===== src/rtl/bram_stack_if.sv =====
// Command/response handshake bundle for bram_stack.
// The stack owns the slave side; the driver of commands owns the master side.
interface bram_stack_if #(
   parameter int DATA_WIDTH = 5
);
   logic                  cmd_valid;
   logic                  cmd_ready;
   logic [1:0]            cmd_op;
   logic [DATA_WIDTH-1:0] cmd_data;
   logic                  rsp_valid;
   logic                  rsp_ready;
   logic [DATA_WIDTH-1:0] rsp_data;
   logic                  rsp_err;

   modport master (
      output cmd_valid, cmd_op, cmd_data, rsp_ready,
      input  cmd_ready, rsp_valid, rsp_data, rsp_err
   );

   modport slave (
      input  cmd_valid, cmd_op, cmd_data, rsp_ready,
      output cmd_ready, rsp_valid, rsp_data, rsp_err
   );
endinterface


===== src/rtl/bram_stack.sv =====
// LIFO stack in a single-port synchronous RAM with push, pop, increment-top and clear.
// Commands and responses use valid/ready; a response is held until it is consumed.
module bram_stack #(
   parameter int DATA_WIDTH = 5,
   parameter int ADDR_WIDTH = 8
) (
   input  logic                  clock,
   input  logic                  reset,
   bram_stack_if.slave           bus,
   output logic [ADDR_WIDTH:0]   count,
   output logic                  empty,
   output logic                  full,
   output logic                  err_sticky
);
   localparam int DEPTH = 2 ** ADDR_WIDTH;

   typedef enum logic {IDLE, READ} state_t;
   typedef enum logic [1:0] {OP_PUSH = 2'b00, OP_POP = 2'b01, OP_INC = 2'b10, OP_CLEAR = 2'b11} op_t;

   state_t                state, state_nxt;
   logic                  inc_pend, inc_nxt;
   logic [ADDR_WIDTH:0]   count_nxt, count_m1;
   logic                  sticky_nxt;
   logic                  accept;

   logic [DATA_WIDTH-1:0] mem [DEPTH];
   logic [DATA_WIDTH-1:0] ram_q, ram_wdata;
   logic [ADDR_WIDTH-1:0] ram_addr, top_addr;
   logic                  ram_we;

   logic                  rsp_valid, rsp_err, rsp_load, rsp_err_nxt;
   logic [DATA_WIDTH-1:0] rsp_data, rsp_data_nxt;

   function automatic logic [DATA_WIDTH-1:0] incr_wrap(input logic [DATA_WIDTH-1:0] v);
      return v + DATA_WIDTH'(1);
   endfunction

   assign count_m1      = count - (ADDR_WIDTH+1)'(1);
   assign top_addr      = count_m1[ADDR_WIDTH-1:0];
   assign empty         = (count == '0);
   assign full          = (count == (ADDR_WIDTH+1)'(DEPTH));
   assign bus.cmd_ready = (state == IDLE) && (!rsp_valid || bus.rsp_ready);
   assign accept        = bus.cmd_valid && bus.cmd_ready;
   assign bus.rsp_valid = rsp_valid;
   assign bus.rsp_data  = rsp_data;
   assign bus.rsp_err   = rsp_err;

   always_ff @(posedge clock or posedge reset) begin
      if (reset) state <= IDLE;
      else       state <= state_nxt;
   end

   always_comb begin
      state_nxt    = state;
      count_nxt    = count;
      sticky_nxt   = err_sticky;
      inc_nxt      = inc_pend;
      ram_we       = 1'b0;
      ram_addr     = top_addr;
      ram_wdata    = bus.cmd_data;
      rsp_load     = 1'b0;
      rsp_data_nxt = '0;
      rsp_err_nxt  = 1'b0;
      case (state)
         IDLE: begin
            if (accept) begin
               rsp_load = 1'b1;
               case (op_t'(bus.cmd_op))
                  OP_PUSH: begin
                     if (!full) begin
                        ram_we       = 1'b1;
                        ram_addr     = count[ADDR_WIDTH-1:0];
                        count_nxt    = count + (ADDR_WIDTH+1)'(1);
                        rsp_data_nxt = bus.cmd_data;
                     end else begin
                        rsp_err_nxt = 1'b1;
                        sticky_nxt  = 1'b1;
                     end
                  end
                  OP_POP, OP_INC: begin
                     // The read of the top entry is issued now; the response waits for READ.
                     if (!empty) begin
                        rsp_load  = 1'b0;
                        state_nxt = READ;
                        inc_nxt   = (op_t'(bus.cmd_op) == OP_INC);
                     end else begin
                        rsp_err_nxt = 1'b1;
                        sticky_nxt  = 1'b1;
                     end
                  end
                  OP_CLEAR: begin
                     count_nxt  = '0;
                     sticky_nxt = 1'b0;
                  end
                  default: ;
               endcase
            end
         end
         READ: begin
            state_nxt = IDLE;
            rsp_load  = 1'b1;
            if (inc_pend) begin
               ram_we       = 1'b1;
               ram_wdata    = incr_wrap(ram_q);
               rsp_data_nxt = incr_wrap(ram_q);
            end else begin
               count_nxt    = count_m1;
               rsp_data_nxt = ram_q;
            end
         end
         default: state_nxt = IDLE;
      endcase
   end

   always_ff @(posedge clock or posedge reset) begin
      if (reset) begin
         count      <= '0;
         err_sticky <= 1'b0;
         inc_pend   <= 1'b0;
      end else begin
         count      <= count_nxt;
         err_sticky <= sticky_nxt;
         inc_pend   <= inc_nxt;
      end
   end

   // Response register: loaded only when empty or draining this edge, so nothing is overwritten.
   always_ff @(posedge clock or posedge reset) begin
      if (reset) begin
         rsp_valid <= 1'b0;
         rsp_data  <= '0;
         rsp_err   <= 1'b0;
      end else if (rsp_load) begin
         rsp_valid <= 1'b1;
         rsp_data  <= rsp_data_nxt;
         rsp_err   <= rsp_err_nxt;
      end else if (rsp_valid && bus.rsp_ready) begin
         rsp_valid <= 1'b0;
      end
   end

   always_ff @(posedge clock) begin
      if (ram_we) mem[ram_addr] <= ram_wdata;
      ram_q <= mem[ram_addr];
   end
endmodule


===== src/flat_wrapper.sv =====
// flat-port wrapper written by rule: the top's interface ports become plain ports
module bram_stack_flat 
#(
   parameter int DATA_WIDTH = 5,
   parameter int ADDR_WIDTH = 8
)
  (clock, reset, count, empty, full, err_sticky, bus_cmd_valid, bus_cmd_op, bus_cmd_data, bus_rsp_ready, bus_cmd_ready, bus_rsp_valid, bus_rsp_data, bus_rsp_err);
  bram_stack_if #(.DATA_WIDTH(DATA_WIDTH)) bus_i ();
  input  logic clock;
  input  logic reset;
  output logic [ADDR_WIDTH:0] count;
  output logic empty;
  output logic full;
  output logic err_sticky;
  input wire logic [$bits(bus_i.cmd_valid)-1:0] bus_cmd_valid;
  input wire logic [$bits(bus_i.cmd_op)-1:0] bus_cmd_op;
  input wire logic [$bits(bus_i.cmd_data)-1:0] bus_cmd_data;
  input wire logic [$bits(bus_i.rsp_ready)-1:0] bus_rsp_ready;
  output wire logic [$bits(bus_i.cmd_ready)-1:0] bus_cmd_ready;
  output wire logic [$bits(bus_i.rsp_valid)-1:0] bus_rsp_valid;
  output wire logic [$bits(bus_i.rsp_data)-1:0] bus_rsp_data;
  output wire logic [$bits(bus_i.rsp_err)-1:0] bus_rsp_err;
  assign bus_i.cmd_valid = bus_cmd_valid;
  assign bus_i.cmd_op = bus_cmd_op;
  assign bus_i.cmd_data = bus_cmd_data;
  assign bus_i.rsp_ready = bus_rsp_ready;
  assign bus_cmd_ready = bus_i.cmd_ready;
  assign bus_rsp_valid = bus_i.rsp_valid;
  assign bus_rsp_data = bus_i.rsp_data;
  assign bus_rsp_err = bus_i.rsp_err;
  bram_stack #(.DATA_WIDTH(DATA_WIDTH), .ADDR_WIDTH(ADDR_WIDTH)) u_core (.clock(clock), .reset(reset), .bus(bus_i), .count(count), .empty(empty), .full(full), .err_sticky(err_sticky));
endmodule

===== config.mk =====
export PLATFORM = sky130hd
export DESIGN_NAME = bram_stack_flat
export DESIGN_NICKNAME = d
export VERILOG_FILES = /design/src/rtl/bram_stack_if.sv /design/src/rtl/bram_stack.sv /design/src/flat_wrapper.sv
export SDC_FILE = /design/constraint.sdc
export NUM_CORES = 1
export LEC_CHECK = 0
export CAP_MARGIN = 40
export CORE_MARGIN = 1.5
export CORE_UTILIZATION = 36
export DETAILED_ROUTE_END_ITERATION = 8
export PLACE_DENSITY_LB_ADDON = 0.1
export SYNTH_ARGS = -nofsm -noshare
export SYNTH_HDL_FRONTEND = slang
export SYNTH_SLANG_ARGS = --single-unit

===== constraint.sdc =====
create_clock -name clock -period 22.1 [get_ports clock]
set_clock_uncertainty 0.1 [all_clocks]
set_input_delay 4.42 -clock clock [delete_from_list [all_inputs] [get_ports clock]]
set_output_delay 4.42 -clock clock [all_outputs]
set_load 0.005 [all_outputs]

==> results_dict.tcl <==
set metrics [dict create \
    antenna_found_initial 7 \
    rr_worst_depth 14 \
    hpwl_mm 116 \
    synth.avg_cell_area_um2 15.3 \
    synth_top_family_by_area "multiplexers" \
    fin_ws_ns 11.50 \
    arrival_ns 11.13 \
    initialDrtViolationCount 3730 \
    cellLeakagePower_nw 19.6 \
    grt_pass1_wl_mm 261 \
    max_freq_mhz 94.4 \
    gr-usage-all-layers_pct 24.5 \
    power_density_nw_per_um2 146 \
    finalCriticalPeriod_ns 10.60 \
    first_global_vias 32900 \
    hold_viol 0 \
    critPathRequiredTime_ns 22.64 \
    die_area_um2 151000 \
    rows 141 \
    timing.rr.start "u_core.count[4]$_DFFE_PP0P_" \
    core_area_um2 148000 \
    yosys.cell_types.count 77 \
    crit_start "bus_cmd_op[0]" \
    avgRoutedWirePerCell_um 33.3 \
    route.vias.total 33700 \
    max_cap_viol_count 0 \
    firstDrtPassIters 5 \
    start_kind "input pin" \
    netSwitchingPower_mw 3.73 \
    ctsHtreeMaxLevel 4 \
    setup_tns_ns 0 \
    drt-total-wl_mm 187 \
    internal_power_mw 5.21 \
    num_io_pins 31 \
    reg2reg_slack_ns 14.77 \
    power_frac_seq_pct 32.1 \
    drc_errors 0 \
    worstSetupPathType "input pin to flip-flop" \
    rsz0062_at_grt "no" \
    fill_cells 13300 \
    power_frac_comb_pct 42.3 \
    areaGrowthSynthToFinish_pct 14.5 \
    cts_setup_buffers 0 \
    worst_slew_pin_slew_ns 0.962 \
    clock-sinks 1304 \
    synth_compound_area_share_pct 8.65 \
    ys.flop_type "edfxtp_1" \
    synth.most_common_cell "edfxtp_1" \
    antenna_cells 0 \
    via_per_inst 5.99 \
    fin_total_pwr_mw 8.95 \
    synth_cells 3513 \
    setup_viol 0 \
    ys_ff_latch 1304 \
    cts_tree "done" \
    nets 3608 \
    swShare_pct 41.7 \
    hold_buffers 0 \
    cts.clk_slew.worst_paths_ns 0.06 \
    die_w_um 389 \
    fin_crit_sh_pct 47.9 \
    hp-class "flip-flop to flip-flop" \
    slew_headroom_pct 35.9 \
    p_clk_share_pct 25.6 \
    grt_max_degree 166 \
    dp_slack_ns 10.67 \
    syn_nets 3531 \
    drive_gt1_share_pct 12.6 \
    yosys.area.top_type "edfxtp_1" \
    synth-simple-area-share_pct 6.70 \
    ys_top_cells_by_count "1280 x edfxtp_1, 327 x nand2_1, 325 x mux2i_1, 286 x nor2_1, 182 x o22ai_1" \
    cp_max_fo 75 \
    synth_top_area_share_pct 71.6 \
    port_buffers 30 \
    root_buffer "clkbuf_16" \
    hold_path_end "u_core.bus.rsp_err$_DFFE_PP0P_" \
    synth_xor_area_share_pct 0.261 \
    reg2reg_to "u_core.ram_q[1]$_DFF_P_" \
    overflow 0 \
    yosys.area_share.adder_pct 0.163 \
    final_antenna_net_count 0 \
    min_path_cells 1 \
    die_h_um 389 \
    cts_max_path_buffers 3 \
    hold_start "u_core.bus.rsp_err$_DFFE_PP0P_" \
    post_cts.resized_instances 0 \
    drv_slew 0 \
    synth_edf_count 1280 \
    ys.warnings.count 0 \
    layout.cells.non_filler 5629 \
    place_inst 5374 \
    syn-cell-area_um2 53700 \
    ys_top_cells_by_area "edfxtp_1 72%, mux2i_1 6.1%, mux4_2 3.1%, nand2_1 2.3%, o22ai_1 2.1%" \
    ir_worst_vdd_mv 0.109 \
    cts_buffers 144 \
    clk-insertion-delay-late_ns 0.79 \
    muxShareOfSynthArea_pct 9.48 \
    status "completed" \
    synthArstFlopShare_pct 1.46 \
    ys_seq_area_share_pct 72.7 \
    gp_congestion 0.847 \
    endpoint_kind "flip-flop" \
    initial_core_util_pct 36.3 \
]
sequential cells by signal, summed over array words and instances, names as in the netlist:
name,count
u_core.bus.rsp_data,5
u_core.bus.rsp_err,1
u_core.bus.rsp_valid,1
u_core.count,9
u_core.err_sticky,1
u_core.inc_pend,1
u_core.mem,1280
u_core.ram_q,5
u_core.state,1
final cells by class:
type	count	area [um^2]	share of cell area, %
Inverter	9	33.8	0.0550
Clock buffer	187	3880	6.32
Clock inverter	68	520	0.847
Multi-Input combinational cell	1956	13800	22.5
Sequential cell	1304	39000	63.5
Timing Repair Buffer	175	1760	2.87
Tap cell	1930	2410	3.93
power groups by stage:
stage               sequential [mW]  combinational [mW]  clock, mW
floorplan                      2.92                1.96          0
global placement               2.92                3.66          0
detailed placement             2.92                3.76          0
CTS                            2.87                3.77       2.32
global route                   2.87                3.91       2.41
finish                         2.87                3.79       2.29
worst max-delay path by stage:
stage | endpoint | slack (ns)
6_report | u_core.ram_q[1]$_DFF_P_ | 11.50
5_1_grt | u_core.ram_q[4]$_DFF_P_ | 11.14
4_1_cts | u_core.ram_q[1]$_DFF_P_ | 11.49
3_5_place_dp | u_core.ram_q[1]$_DFF_P_ | 10.67
3_3_place_gp | u_core.ram_q[1]$_DFF_P_ | 10.60
2_1_floorplan | u_core.mem[0][4]$_DFFE_PP_ | 9.04
per-layer routing:
metal	vias up	wire length [um]	global-route usage, %
met5	-	28	0
met1	17800	79800	34.1
met2	1600	87800	38.9
met4	4	5760	7.95
met3	243	13800	4.30
li1	14100	-	-
cells by family (layout without fill, tap and decap cells):
kind of cell	count (synthesis)	after routing
DFF	1304	1304
and+or+nand+nor	825	825
AOI/OAI and AO/OA	693	693
muxes	415	415
buffers and inverters	253	439
xor gates and xnor gates	16	16
adders and majority gates	7	7
per-stage QoR:
step	hold WS (ns)	instance area, um^2	utilization (%)
after floorplan	0.404	53700	-
after CTS	0.414	61400	41.6
after global routing	0.432	61400	41.6
final	0.410	61400	41.6
after detailed placement	0.401	57000	38.6
after global placement	0.392	56400	38.1
critical path, stage by stage:
cell and delay [ns]:
clkdlybuf4s50_1 0.50, inv_1 0.07, ha_1 0.26, nand3_1 0.65
o21ai_2 0.27, nand2_8 0.53, buf_4 0.51, buf_12 0.28
buf_4 0.64, buf_4 0.73, mux4_2 0.59, a22o_1 0.28
o41ai_1 0.38, nand4_1 0.25, o32ai_1 0.49, nor3_1 0.13
placed cells by master, fill, tap and decap left out, drive strengths merged, types with 16 or more instances in the layout:
cell type / n
clkbuf: 187
dfrtp: 19
a22oi: 16
a2111oi: 31
mux2: 17
a221oi: 32
nor4: 27
clkinv: 57
o221ai: 48
clkdlybuf4s50: 30
o21ai: 58
edfxtp: 1280
nor2: 287
mux2i: 325
nor2b: 31
nand2: 328
buf: 140
nor3: 45
nand3: 44
a21oi: 166
mux4: 73
a31oi: 43
o22ai: 182
Note: power is estimated with default switching activity, not from simulation.
